<file path="src/rtl/mips_bus_pkg.sv">
// Shared types and constants for the two-master CPU memory bus arbiter.
// Optional round-robin arbitration is enabled by defining MIPS_BUS_ARB_RR_EN.
package mips_bus_pkg;

  localparam int ADDR_W_DEF = 32;
  localparam int DATA_W_DEF = 32;

  typedef enum logic [1:0] {
    IDLE = 2'd0,
    GNT0 = 2'd1,
    GNT1 = 2'd2
  } arb_state_t;

  localparam logic [1:0] GRANT_NONE = 2'b00;
  localparam logic [1:0] GRANT_M0   = 2'b01;
  localparam logic [1:0] GRANT_M1   = 2'b10;

  // One-hot owner vector for a given arbiter state.
  function automatic logic [1:0] grant_of(input arb_state_t st);
    logic [1:0] g;
    case (st)
      GNT0:    g = GRANT_M0;
      GNT1:    g = GRANT_M1;
      default: g = GRANT_NONE;
    endcase
    return g;
  endfunction

endpackage

</file>
<file path="src/rtl/mips_bus_arb_sel.sv">
// Combinational winner selection between two bus masters.
// With MIPS_BUS_ARB_RR_EN a tie goes to the master that did not complete last.
module mips_bus_arb_sel (
  input  logic req0,
  input  logic req1,
`ifdef MIPS_BUS_ARB_RR_EN
  input  logic rr_ptr,
`endif
  output logic any_req,
  output logic win1
);

  // Pick the winning master from this cycle's requests.
  always_comb begin
    any_req = req0 | req1;
    win1    = 1'b0;
    if (req0 && req1) begin
`ifdef MIPS_BUS_ARB_RR_EN
      win1 = ~rr_ptr;
`else
      win1 = 1'b0;
`endif
    end else begin
      win1 = req1;
    end
  end

endmodule

</file>
<file path="src/rtl/mips_bus_arbiter.sv">
// Two-master to one-slave arbiter for the waitrequest-stalled CPU memory bus.
// Fixed priority to master 0 by default; MIPS_BUS_ARB_RR_EN selects round-robin.
module mips_bus_arbiter
  import mips_bus_pkg::*;
#(
  parameter int ADDR_W = ADDR_W_DEF,
  parameter int DATA_W = DATA_W_DEF
) (
  input  logic                clk,
  input  logic                reset,
  input  logic [ADDR_W-1:0]   m0_address,
  input  logic                m0_write,
  input  logic                m0_read,
  output logic                m0_waitrequest,
  input  logic [DATA_W-1:0]   m0_writedata,
  input  logic [DATA_W/8-1:0] m0_byteenable,
  output logic [DATA_W-1:0]   m0_readdata,
  input  logic [ADDR_W-1:0]   m1_address,
  input  logic                m1_write,
  input  logic                m1_read,
  output logic                m1_waitrequest,
  input  logic [DATA_W-1:0]   m1_writedata,
  input  logic [DATA_W/8-1:0] m1_byteenable,
  output logic [DATA_W-1:0]   m1_readdata,
  output logic [ADDR_W-1:0]   s_address,
  output logic                s_write,
  output logic                s_read,
  input  logic                s_waitrequest,
  output logic [DATA_W-1:0]   s_writedata,
  output logic [DATA_W/8-1:0] s_byteenable,
  input  logic [DATA_W-1:0]   s_readdata,
  output logic [1:0]          grant
);

  arb_state_t state_r;
  logic [1:0] grant_r;
  logic       req0_s;
  logic       req1_s;
  logic       cur_req_s;
  logic       comp_s;
  logic       hold_s;
  logic       any_req_s;
  logic       win1_s;

  assign req0_s = m0_read | m0_write;
  assign req1_s = m1_read | m1_write;

  // Route the granted master onto the slave port; everyone else is stalled.
  always_comb begin
    s_address      = {ADDR_W{1'b0}};
    s_write        = 1'b0;
    s_read         = 1'b0;
    s_writedata    = {DATA_W{1'b0}};
    s_byteenable   = {(DATA_W/8){1'b0}};
    m0_waitrequest = 1'b1;
    m1_waitrequest = 1'b1;
    cur_req_s      = 1'b0;
    case (state_r)
      GNT0: begin
        s_address      = m0_address;
        s_write        = m0_write;
        s_read         = m0_read;
        s_writedata    = m0_writedata;
        s_byteenable   = m0_byteenable;
        m0_waitrequest = s_waitrequest;
        cur_req_s      = req0_s;
      end
      GNT1: begin
        s_address      = m1_address;
        s_write        = m1_write;
        s_read         = m1_read;
        s_writedata    = m1_writedata;
        s_byteenable   = m1_byteenable;
        m1_waitrequest = s_waitrequest;
        cur_req_s      = req1_s;
      end
      default: begin
        cur_req_s      = 1'b0;
      end
    endcase
  end

  assign m0_readdata = s_readdata;
  assign m1_readdata = s_readdata;
  assign grant       = grant_r;

  assign comp_s = (state_r != IDLE) && cur_req_s && !s_waitrequest;
  assign hold_s = (state_r != IDLE) && cur_req_s && s_waitrequest;

`ifdef MIPS_BUS_ARB_RR_EN
  logic rr_ptr_r;
  logic rr_eff_s;

  // A completing master already counts as "last served" for the tie-break this cycle.
  assign rr_eff_s = comp_s ? (state_r == GNT1) : rr_ptr_r;

  mips_bus_arb_sel u_sel (
    .req0    (req0_s),
    .req1    (req1_s),
    .rr_ptr  (rr_eff_s),
    .any_req (any_req_s),
    .win1    (win1_s)
  );

  // Round-robin pointer: remembers which master completed most recently.
  always_ff @(posedge clk or negedge reset) begin
    if (!reset) begin
      rr_ptr_r <= 1'b0;
    end else if (comp_s) begin
      rr_ptr_r <= (state_r == GNT1);
    end else begin
      rr_ptr_r <= rr_ptr_r;
    end
  end
`else
  mips_bus_arb_sel u_sel (
    .req0    (req0_s),
    .req1    (req1_s),
    .any_req (any_req_s),
    .win1    (win1_s)
  );
`endif

  // Ownership FSM: a grant is held until its transaction completes or is withdrawn.
  always_ff @(posedge clk or negedge reset) begin
    if (!reset) begin
      state_r <= IDLE;
      grant_r <= GRANT_NONE;
    end else if (hold_s) begin
      state_r <= state_r;
      grant_r <= grant_r;
    end else if (any_req_s) begin
      state_r <= win1_s ? GNT1 : GNT0;
      grant_r <= grant_of(win1_s ? GNT1 : GNT0);
    end else begin
      state_r <= IDLE;
      grant_r <= GRANT_NONE;
    end
  end

endmodule

</file>
<file path="config.mk">
export PLATFORM = sky130hd
export DESIGN_NAME = mips_bus_arbiter
export DESIGN_NICKNAME = d
export VERILOG_FILES = /design/src/rtl/mips_bus_pkg.sv /design/src/rtl/mips_bus_arb_sel.sv /design/src/rtl/mips_bus_arbiter.sv
export SDC_FILE = /design/constraint.sdc
export NUM_CORES = 1
export LEC_CHECK = 0
export CAP_MARGIN = 10
export CELL_PAD_IN_SITES_DETAIL_PLACEMENT = 1
export CELL_PAD_IN_SITES_GLOBAL_PLACEMENT = 1
export CORE_UTILIZATION = 12
export DETAILED_ROUTE_END_ITERATION = 16
export GPL_TIMING_DRIVEN = 0
export MAX_ROUTING_LAYER = met4
export PLACE_DENSITY_LB_ADDON = 0.1
export SLEW_MARGIN = 20
export SYNTH_ARGS = -nofsm -noshare
export SYNTH_HDL_FRONTEND = slang
export SYNTH_SLANG_ARGS = --single-unit
</file>
<file path="constraint.sdc">
create_clock -name clk -period 1.8 [get_ports clk]
set_input_delay 0.36 -clock clk [delete_from_list [all_inputs] [get_ports clk]]
set_output_delay 0.36 -clock clk [all_outputs]
set_load 0.02 [all_outputs]
</file>
==> metrics.txt, run 1 <==
# clock sinks=2; DP Wirelength=9.36 mm; Syn Area/Cell=7.09 um2; Worst-Margin Slew=0.321 ns; Post-Synth XOR/XNOR Area=0%; CTS Root Cell=clkbuf_16; Routed WL=11.4 mm; sequential area share after synthesis=2.86%; FMAX=507 MHz; Setup crit start kind=flop; vias per cell=4.07; P_leak=2.33 nW; Cell Area, Placed=4950 um2; first-pass GRT wire length=15.5 mm; Top Layer Used=met4; count of final max-slew check failures=0; clock power share=12.8%; post-synthesis register bit count=2; Die Wd=123 um; RSZ-0062 raised after global routing=true; sequential power share=2.0%; max reg flops=2; Filler Cells Inserted=1,597; met3 routed WL=948 um; Via Count=2,956; Tmin final=1.97 ns; TNS Setup=-9.62 ns; CP Capture Type=primary output; 1st-iter DRT viols=24; post-synthesis adder-cell area fraction=2.14%; Finish-stage setup viols=70; Largest Register=state_r; num rows=43; Port Buffers=280; VDD IR-drop max=0.273 mV; Compound-Gate Fraction of Synth Area=33.6%; Starting Density=12.5%; crit path buf inv count=4; post-synthesis cell area=1750 um2; Cell Pwr Density=441 nW/um2; Residual DRC=0; Max Cap Violations=0; Die Span Y=123 um; Hold Path Class=in -> async; relative slew slack=78.6%; met2 wire len=6.31 mm; die area=15,100 um2; initial antenna violation count=0; Hold Slack=0.312 ns; TritonCTS clock tree=yes; cells after synthesis=247; worst path required time=1.44 ns; Final Skew=0.00133 ns; IO Pins=313; GPL Wtd Cong=0.710; simple-gate share of the synthesized area=27.4%; Crit Path Max Fanout=10; Synth Net Count=425; vias in the first global route=2,977; CP peak stage delay=0.40 ns; Yosys warning count=0; fin crit share=110%; largest net degree at the start of global routing=11; Clock Tree Buf Depth=2; Global Route Usage Sum=13.7%; CP max-delay cell=dfrtp_1; Metal-1 WL=4.04 mm; Largest regs=state_r x2; core area=14,000 um2; Clock transition at path regs=0.03 ns; number of antenna diodes=0; Net Sw Power=964 uW; Sw Share=37.4%; grt total ovfl=0; internal power=1.61 mW; failing checks=setup timing; final worst setup slack=-0.173 ns; status=finished with violations; largest family of logic cells by synthesized area=buffers and inverters; critical path class=reg -> out; CP top delay family=buffers and inverters; Detail Route Antenna Nets=0; Worst Path Arrival=1.61 ns; Synth cell types=18; drt wl/cell=15.8 um; share of post-route cells with drive strength above 1=59.7%; clk_lat worst skew=0.22 ns; worst-path cell chain=buf_6 -> ha_4 -> buf_12 -> buf_8 -> a22oi_2 -> nor2b_2 -> buf_4; CTS HTree Levels=1; Final nets=726; DRT Pass-1 Iters=3; Inserted Clock Buffers=3; synthesis-to-finish area growth=233%; Comb pwr share=85.1%; Hold Fails Final Rpt=0; post-route cell area=5830 um2; multiplexer share of the synthesized area=0%
[cells by family (layout without fill, tap and decap cells)]
kind of cell / after synthesis / count (layout)
flops: 2 / 2
simple gates: 77 / 77
buf+inv: 89 / 388
compound gates: 76 / 76
fa+ha+maj: 3 / 3
[what timing repair did]
item,in CTS,in global routing
gates cloned,2,3
setup endpoints to repair,72,73
hold buffers,0,0
gates resized for setup,430,143
setup buffers,5,6
pin swaps,0,13
[cells in the mapped netlist]
library cell	count	area, um2
clkbuf_1	7	26.3
o211ai_1	1	7.51
buf_4	64	480
o21ai_0	1	5.00
o21a_1	1	7.51
inv_1	2	7.51
buf_2	16	80.1
dfrtp_1	2	50.1
ha_1	3	37.5
nor2_1	2	7.51
a22oi_1	70	526
a21boi_0	1	7.51
a31o_1	1	8.76
nor2b_1	70	438
and3b_4	1	12.5
nand2_1	1	3.75
a2111oi_4	1	27.5
nand2b_1	3	18.8
[layout make-up]
cell class,instances,area (um2),area share [%]
repair buffers,296,2940,50.4
multi-input cells,156,1680,28.8
clock buffers,3,75.1,1.29
well taps,180,225,3.86
inverters,2,7.51,0.129
plain buffers,87,860,14.7
flip-flops and latches,2,50.0,0.858
[power by group through the flow]
stage / clock network (mW) / registers [mW] / logic, mW
after global routing: 0.342 / 0.0527 / 2.33
after detailed placement: 0 / 0.0528 / 1.85
after floorplan: 0 / 0.0562 / 0.912
after CTS: 0.336 / 0.0522 / 1.91
final: 0.330 / 0.0524 / 2.19
after global placement: 0 / 0.0526 / 1.84
[through the flow]
stage	cells	worst slack [ns]	power (mW)	utilization [%]
after floorplan	247	0.0195	0.968	-
after global placement	707	-0.783	1.89	35.3
after detailed placement	707	-0.779	1.91	35.3
after CTS	717	-0.167	2.30	36.6
after global routing	726	-0.223	2.72	41.5
final	726	-0.173	2.57	41.5
[worst paths after layout]
check                      startpoint  cells past startpoint  slack (ns)             to
setup / recovery           state_r[0]                      7       -0.17  s_address[25]
hold / removal                  reset                      1        0.31     state_r[0]
setup reg to reg           state_r[0]                      6        0.15     state_r[1]
hold reg to reg            state_r[1]                      4        0.85     state_r[1]
max in group asynchronous       reset                      1        1.36     state_r[1]
min in group clk           state_r[1]                      4        0.85     state_r[1]
[cell usage in the layout, fill, tap and decap left out, types with 2 or more instances in the layout]
cell / synthesis / routed
nor2_1: 2 / 2
buf_6: 0 / 46
ha_4: 0 / 3
clkbuf_16: 0 / 5
clkdlybuf4s50_1: 0 / 207
a22oi_2: 0 / 70
nand2b_1: 3 / 2
buf_8: 0 / 4
buf_4: 64 / 109
buf_12: 0 / 13
nor2b_2: 0 / 70
inv_2: 0 / 2
dfrtp_1: 2 / 2
[routing by layer]
metal  GRT usage, %  vias up
met1           13.9     1365
met5              -        -
li1               -     1410
met2           26.4      171
met3           2.74       10
met4           3.20        0
[worst register-to-register path: stages (launching register included)]
cell,delay (ns)
dfrtp_1,0.40
inv_2,0.13
ha_4,0.22
buf_6,0.14
and3b_4,0.21
a2111oi_4,0.34
a31o_1,0.14
Power figures use the tool's default switching activity.
==> inputs of run 2 (changes only) <==
--- a/config.mk
+++ b/config.mk
@@ -8,8 +8,9 @@
 export CAP_MARGIN = 10
 export CELL_PAD_IN_SITES_DETAIL_PLACEMENT = 1
 export CELL_PAD_IN_SITES_GLOBAL_PLACEMENT = 1
-export CORE_UTILIZATION = 12
+export CORE_AREA = 2 2 123 125
 export DETAILED_ROUTE_END_ITERATION = 16
+export DIE_AREA = 0 0 125 127
 export GPL_TIMING_DRIVEN = 0
 export MAX_ROUTING_LAYER = met4
 export PLACE_DENSITY_LB_ADDON = 0.1
==> constraint.sdc (replaced) <==
create_clock -name clk -period 2.31 [get_ports clk]
set_input_delay 0.462 -clock clk [delete_from_list [all_inputs] [get_ports clk]]
set_output_delay 0.462 -clock clk [all_outputs]
set_load 0.02 [all_outputs]
==> metrics.txt, run 2 (synthesis gave the netlist of run 1 again) <==
core area=14,400 um2 (was 14,000 um2); GPL Wtd Cong=0.748 (was 0.710); Inserted Clock Buffers=3 (unchanged); Stages on worst setup path=7 (unchanged); worst setup path end=s_writedata[23] (was s_address[25]); TNS Setup=0 ns (was -9.62 ns); CTS HTree Levels=1 (unchanged); Largest Register=state_r (unchanged); Crit Path Max Fanout=10 (unchanged); Max Cap Violations=0 (unchanged); first-pass GRT wire length=16.9 mm (was 15.5 mm); Residual DRC=0 (unchanged); DRT Pass-1 Iters=4 (was 3); Hold Fails Final Rpt=0 (unchanged); status=finished clean (was finished with violations); vias in the first global route=3,032 (was 2,977); CP Capture Type=primary output (unchanged); crit path buf inv count=4 (unchanged); Die Wd=125 um (was 123 um); Finish-stage setup viols=0 (was 70); Starting Density=12.1% (was 12.5%); Clock transition at path regs=0.03 ns (about the same); VDD IR-drop max=0.185 mV (was 0.273 mV); FMAX=446 MHz; most frequent cells in the layout=clkdlybuf4s50_1 (208), buf_4 (70), a22oi_1 (70), nor2b_1 (69), clkdlybuf4s15_2 (50) (was clkdlybuf4s50_1 (207), buf_4 (109), a22oi_2 (70), nor2b_2 (70), buf_6 (46)); Worst-Margin Slew=0.341 ns (was 0.321 ns); grt total ovfl=0 (unchanged); Die Span Y=127 um (was 123 um); count of final max-slew check failures=0 (unchanged); largest net degree at the start of global routing=11 (unchanged); initial antenna violation count=0 (unchanged); clk_lat worst skew=0.22 ns (about the same); CP peak stage delay=0.40 ns (about the same); Cell Pwr Density=333 nW/um2 (was 441 nW/um2); post-route cell area=4950 um2 (was 5830 um2); critical path class=reg -> out (unchanged); # clock sinks=2 (unchanged); cts hold-fix bufs=0 (unchanged); Tmin final=2.24 ns; R2R Setup Slk=0.75 ns (was 0.15 ns); CP dominant cell by count=buf_6; Clock Tree Buf Depth=2 (unchanged); Worst Path Arrival=1.78 ns (was 1.61 ns); Hold Path Class=in -> async (unchanged); worst-path cell chain=inv_1 -> ha_1 -> buf_6 -> buf_6 -> a22oi_1 -> nor2b_1 -> clkdlybuf4s15_2 (was buf_6 -> ha_4 -> buf_12 -> buf_8 -> a22oi_2 -> nor2b_2 -> buf_4); CP top delay family=buffers and inverters (unchanged); num rows=44 (was 43); critical path startpoint=state_r[1] (was state_r[0]); fin crit share=97.0%; max reg flops=2 (unchanged); Cell Area, Placed=4780 um2 (was 4950 um2); die area=15,900 um2 (was 15,100 um2); Largest regs=state_r x2 (unchanged); Setup crit start kind=flop (unchanged); Final Skew=0.00270 ns (was 0.00133 ns); 1st-iter DRT viols=32 (was 24); TritonCTS clock tree=yes (unchanged); CP max-delay cell=dfrtp_1 (unchanged); share of post-route cells with drive strength above 1=30.9% (was 59.7%); Routed WL=11.3 mm (was 11.4 mm); CTS Root Cell=clkbuf_16 (unchanged); P_leak=1.94 nW (was 2.33 nW); IO Pins=313 (unchanged); commonest non-fill, non-tap cell in the layout=clkdlybuf4s50_1 (unchanged); reg2reg end=state_r[1] (unchanged); Port Buffers=280 (unchanged); worst r2r path cells=5 (was 6); DP Wirelength=9.65 mm (was 9.36 mm); Filler Cells Inserted=1,717 (was 1,597); vias per cell=3.99 (was 4.07); relative slew slack=77.2% (was 78.6%); worst path required time=1.85 ns (was 1.44 ns); RSZ-0062 raised after global routing=true (unchanged); synthesis-to-finish area growth=182% (was 233%); Global Route Usage Sum=13.7% (about the same); drt wl/cell=15.9 um (was 15.8 um); Via Count=2,853 (was 2,956); number of antenna diodes=0 (unchanged); Final nets=711 (was 726); Critical R2R Launch=state_r[1] (was state_r[0]); Detail Route Antenna Nets=0 (unchanged)
run 2: report_power, final:
group | internal [mW] | switching [mW] | total, mW
Sequential | 0.0380 | 0.00284 | 0.0408
Clock | 0.220 | 0.0413 | 0.262
Combinational | 0.740 | 0.605 | 1.35
Total | 0.999 | 0.649 | 1.65
run 2: routing by layer:
| metal | GRT usage (%) | vias to the layer above | wire length, um |
|---|---|---|---|
| met5 | - | - | 0 |
| met2 | 26.5 | 174 | 6100 |
| met4 | 2.22 | 0 | 86 |
| li1 | - | 1374 | - |
| met1 | 14.4 | 1299 | 4260 |
| met3 | 3.10 | 6 | 898 |
run 2: metrics by stage:
step	power, mW	utilization [%]	worst slack (ns)	std cells	hold slack, ns
2_1_floorplan	0.688	-	0.339	247	0.166
3_3_place_gp	1.41	33.2	-0.422	711	0.586
3_5_place_dp	1.43	33.2	-0.500	711	0.575
4_1_cts	1.68	34.6	-0.00369	715	0.407
5_1_grt	1.75	34.3	-0.0439	715	0.420
6_report	1.65	34.3	0.0697	715	0.409
run 2: worst min-delay path by stage:
stage | from | end
global placement | state_r[1] | state_r[1]
finish | reset | state_r[0]
global route | reset | state_r[0]
detailed placement | state_r[1] | state_r[1]
floorplan | reset | state_r[0]
CTS | reset | state_r[0]
run 2: layout make-up:
| class | instances | area (um2) | share of cell area (%) |
|---|---|---|---|
| Sequential cell | 2 | 50.0 | 1.01 |
| Buffer | 87 | 677 | 13.7 |
| Inverter | 2 | 7.51 | 0.152 |
| Tap cell | 184 | 230 | 4.65 |
| Timing Repair Buffer | 281 | 2790 | 56.3 |
| Clock buffer | 3 | 75.1 | 1.52 |
| Multi-Input combinational cell | 156 | 1120 | 22.7 |
run 2: timing repair:
action	4_1_cts	5_1_grt
resized for setup	231	29
setup endpoints to repair	72	63
setup buffers	1	0
==> inputs of run 3 (changes only) <==
--- a/config.mk
+++ b/config.mk
@@ -5,12 +5,9 @@
 export SDC_FILE = /design/constraint.sdc
 export NUM_CORES = 1
 export LEC_CHECK = 0
-export CAP_MARGIN = 10
-export CELL_PAD_IN_SITES_DETAIL_PLACEMENT = 1
-export CELL_PAD_IN_SITES_GLOBAL_PLACEMENT = 1
-export CORE_AREA = 2 2 123 125
+export CORE_AREA = 2 2 121 123
 export DETAILED_ROUTE_END_ITERATION = 16
-export DIE_AREA = 0 0 125 127
+export DIE_AREA = 0 0 123 125
 export GPL_TIMING_DRIVEN = 0
 export MAX_ROUTING_LAYER = met4
 export PLACE_DENSITY_LB_ADDON = 0.1
==> metrics.txt, run 3 (synthesis gave the netlist of run 1 again) <==
Starting Density=12.3% (was 12.1%); synthesis-to-finish area growth=178% (was 182%); P_leak=1.93 nW (was 1.94 nW); Inserted Clock Buffers=3 (unchanged); worst path required time=1.85 ns (about the same); Die Wd=123 um (was 125 um); Die Span Y=125 um (was 127 um); Crit Path Max Fanout=10 (unchanged); final core utilization=34.3% (about the same); Routed WL=10.1 mm (was 11.3 mm); die area=15,400 um2 (was 15,900 um2); GPL Wtd Cong=0.785 (was 0.748); num rows=44 (unchanged); Detail Route Antenna Nets=0 (unchanged); initial antenna violation count=0 (unchanged); DRT Pass-1 Iters=4 (unchanged); Global Route Usage Sum=12.4% (was 13.7%); Finish-stage setup viols=0 (unchanged); worst slack, placed=-0.396 ns (was -0.500 ns); Largest Register=state_r (unchanged); core area=14,200 um2 (was 14,400 um2); FMAX=451 MHz (was 446 MHz); Largest regs=state_r x2 (unchanged); setup repair bufs after CTS=0 (was 1); Final nets=710 (was 711); most frequent cells in the layout=clkdlybuf4s50_1 (208), buf_4 (73), a22oi_1 (70), nor2b_1 (70), clkdlybuf4s15_2 (43) (was clkdlybuf4s50_1 (208), buf_4 (70), a22oi_1 (70), nor2b_1 (69), clkdlybuf4s15_2 (50)); Final Skew=0.000362 ns (was 0.00270 ns); # clock sinks=2 (unchanged); Clock transition at path regs=0.03 ns (about the same); IO Pins=313 (unchanged); relative slew slack=79.0% (was 77.2%); Hold Fails Final Rpt=0 (unchanged); CTS HTree Levels=1 (unchanged); Max Cap Violations=0 (unchanged); Tmin final=2.22 ns (was 2.24 ns); 1st-iter DRT viols=58 (was 32); worst r2r path cells=5 (unchanged); number of antenna diodes=0 (unchanged); share of post-route cells with drive strength above 1=30.8% (was 30.9%); Hold Path Class=in -> async (unchanged); Net Sw Power=629 uW (was 649 uW); vias in the first global route=2,957 (was 3,032); CTS Root Cell=clkbuf_16 (unchanged); DP Wirelength=8.46 mm (was 9.65 mm); internal power=979 uW (was 999 uW); Worst Path Arrival=1.76 ns (was 1.78 ns); RSZ-0062 raised after global routing=true (unchanged); Comb pwr share=81.5% (was 81.6%); Residual DRC=0 (unchanged); VDD IR-drop max=0.152 mV (was 0.185 mV); TritonCTS clock tree=yes (unchanged); CP Capture Type=primary output (unchanged); final worst setup slack=0.0924 ns (was 0.0697 ns); clk_lat worst skew=0.22 ns (about the same); max reg flops=2 (unchanged); Via Count=2,799 (was 2,853); count of final max-slew check failures=0 (unchanged); grt total ovfl=0 (unchanged); Worst-Margin Slew=0.314 ns (was 0.341 ns); Setup crit start kind=flop (unchanged); Cell Pwr Density=330 nW/um2 (was 333 nW/um2); vias per cell=3.92 (was 3.99); clock power share=15.9% (about the same); first-pass GRT wire length=14.7 mm (was 16.9 mm); total power=1.61 mW (was 1.65 mW); fin crit share=96.0% (was 97.0%); Port Buffers=280 (unchanged); critical path class=reg -> out (unchanged); drt wl/cell=14.1 um (was 15.9 um); sequential power share=2.6% (was 2.5%); status=finished clean (unchanged); commonest non-fill, non-tap cell in the layout=clkdlybuf4s50_1 (unchanged); Sw Share=39.1% (was 39.4%); Clock Tree Buf Depth=2 (unchanged); largest net degree at the start of global routing=11 (unchanged)
==> run 3: changes by cell type in the layout (fill, tap and decap cells not counted), sizes merged <==
cell	delta
clkbuf	+14
buf	-7
clkdlybuf4s15	-7
clkdlybuf4s18	-1
==> run 3: through the flow <==
step	cells	hold slack, ns	cell area (um2)	TNS, ns
4_1_cts	714	0.408	4970	0
6_report	714	0.408	4870	0
2_1_floorplan	247	0.166	1750	0
5_1_grt	714	0.407	4870	-0.174
3_3_place_gp	711	0.585	4780	-22.55
3_5_place_dp	711	0.601	4780	-23.26
==> run 3: repair_timing <==
action / CTS / global route
pin swaps: 0 / 0
setup endpoints to repair: 72 / 69
hold buffers: 0 / 0
gates resized for setup: 208 / 41
==> run 3: per-layer routing <==
| metal | GRT usage (%) | share of wire, % | vias up |
|---|---|---|---|
| li1 | - | - | 1375 |
| met1 | 13.0 | 37 | 1248 |
| met2 | 23.5 | 52 | 174 |
| met3 | 2.78 | 11 | 2 |
| met4 | 2.01 | 0.53 | 0 |
| met5 | - | 0 | - |
==> run 3: worst max-delay path, cell delays in order, from the launching register on <==
cell             delay, ns
dfrtp_1               0.40
inv_2                 0.11
ha_1                  0.17
buf_6                 0.18
buf_4                 0.20
a22oi_1               0.08
nor2b_1               0.12
clkdlybuf4s15_2       0.28
==> run 3: area by class of cell <==
cell class | instances | area, um2
Fill cell | 1513 | 9330
Inverter | 2 | 7.51
Multi-Input combinational cell | 156 | 1120
Tap cell | 184 | 230
Timing Repair Buffer | 280 | 2730
Sequential cell | 2 | 50.0
Clock buffer | 3 | 75.1
Buffer | 87 | 662
==> run 3: path summary, 6_finish.rpt <==
path,from,to,slack (ns)
max,state_r[0],s_address[4],0.09
min,reset,state_r[1],0.41
max reg2reg,state_r[1],state_r[1],0.76
min reg2reg,state_r[1],state_r[1],0.62
max in group asynchronous,reset,state_r[0],1.78
min in group clk,state_r[1],state_r[1],0.62
==> run 3: power groups by stage <==
stage                     Sequential [mW]  Clock (mW)  Combinational, mW
after global placement             0.0411           0               1.37
after CTS                          0.0410       0.259               1.35
after global routing               0.0417       0.263               1.40
after floorplan                    0.0438           0              0.644
after detailed placement           0.0413           0               1.37
final                              0.0413       0.256               1.31
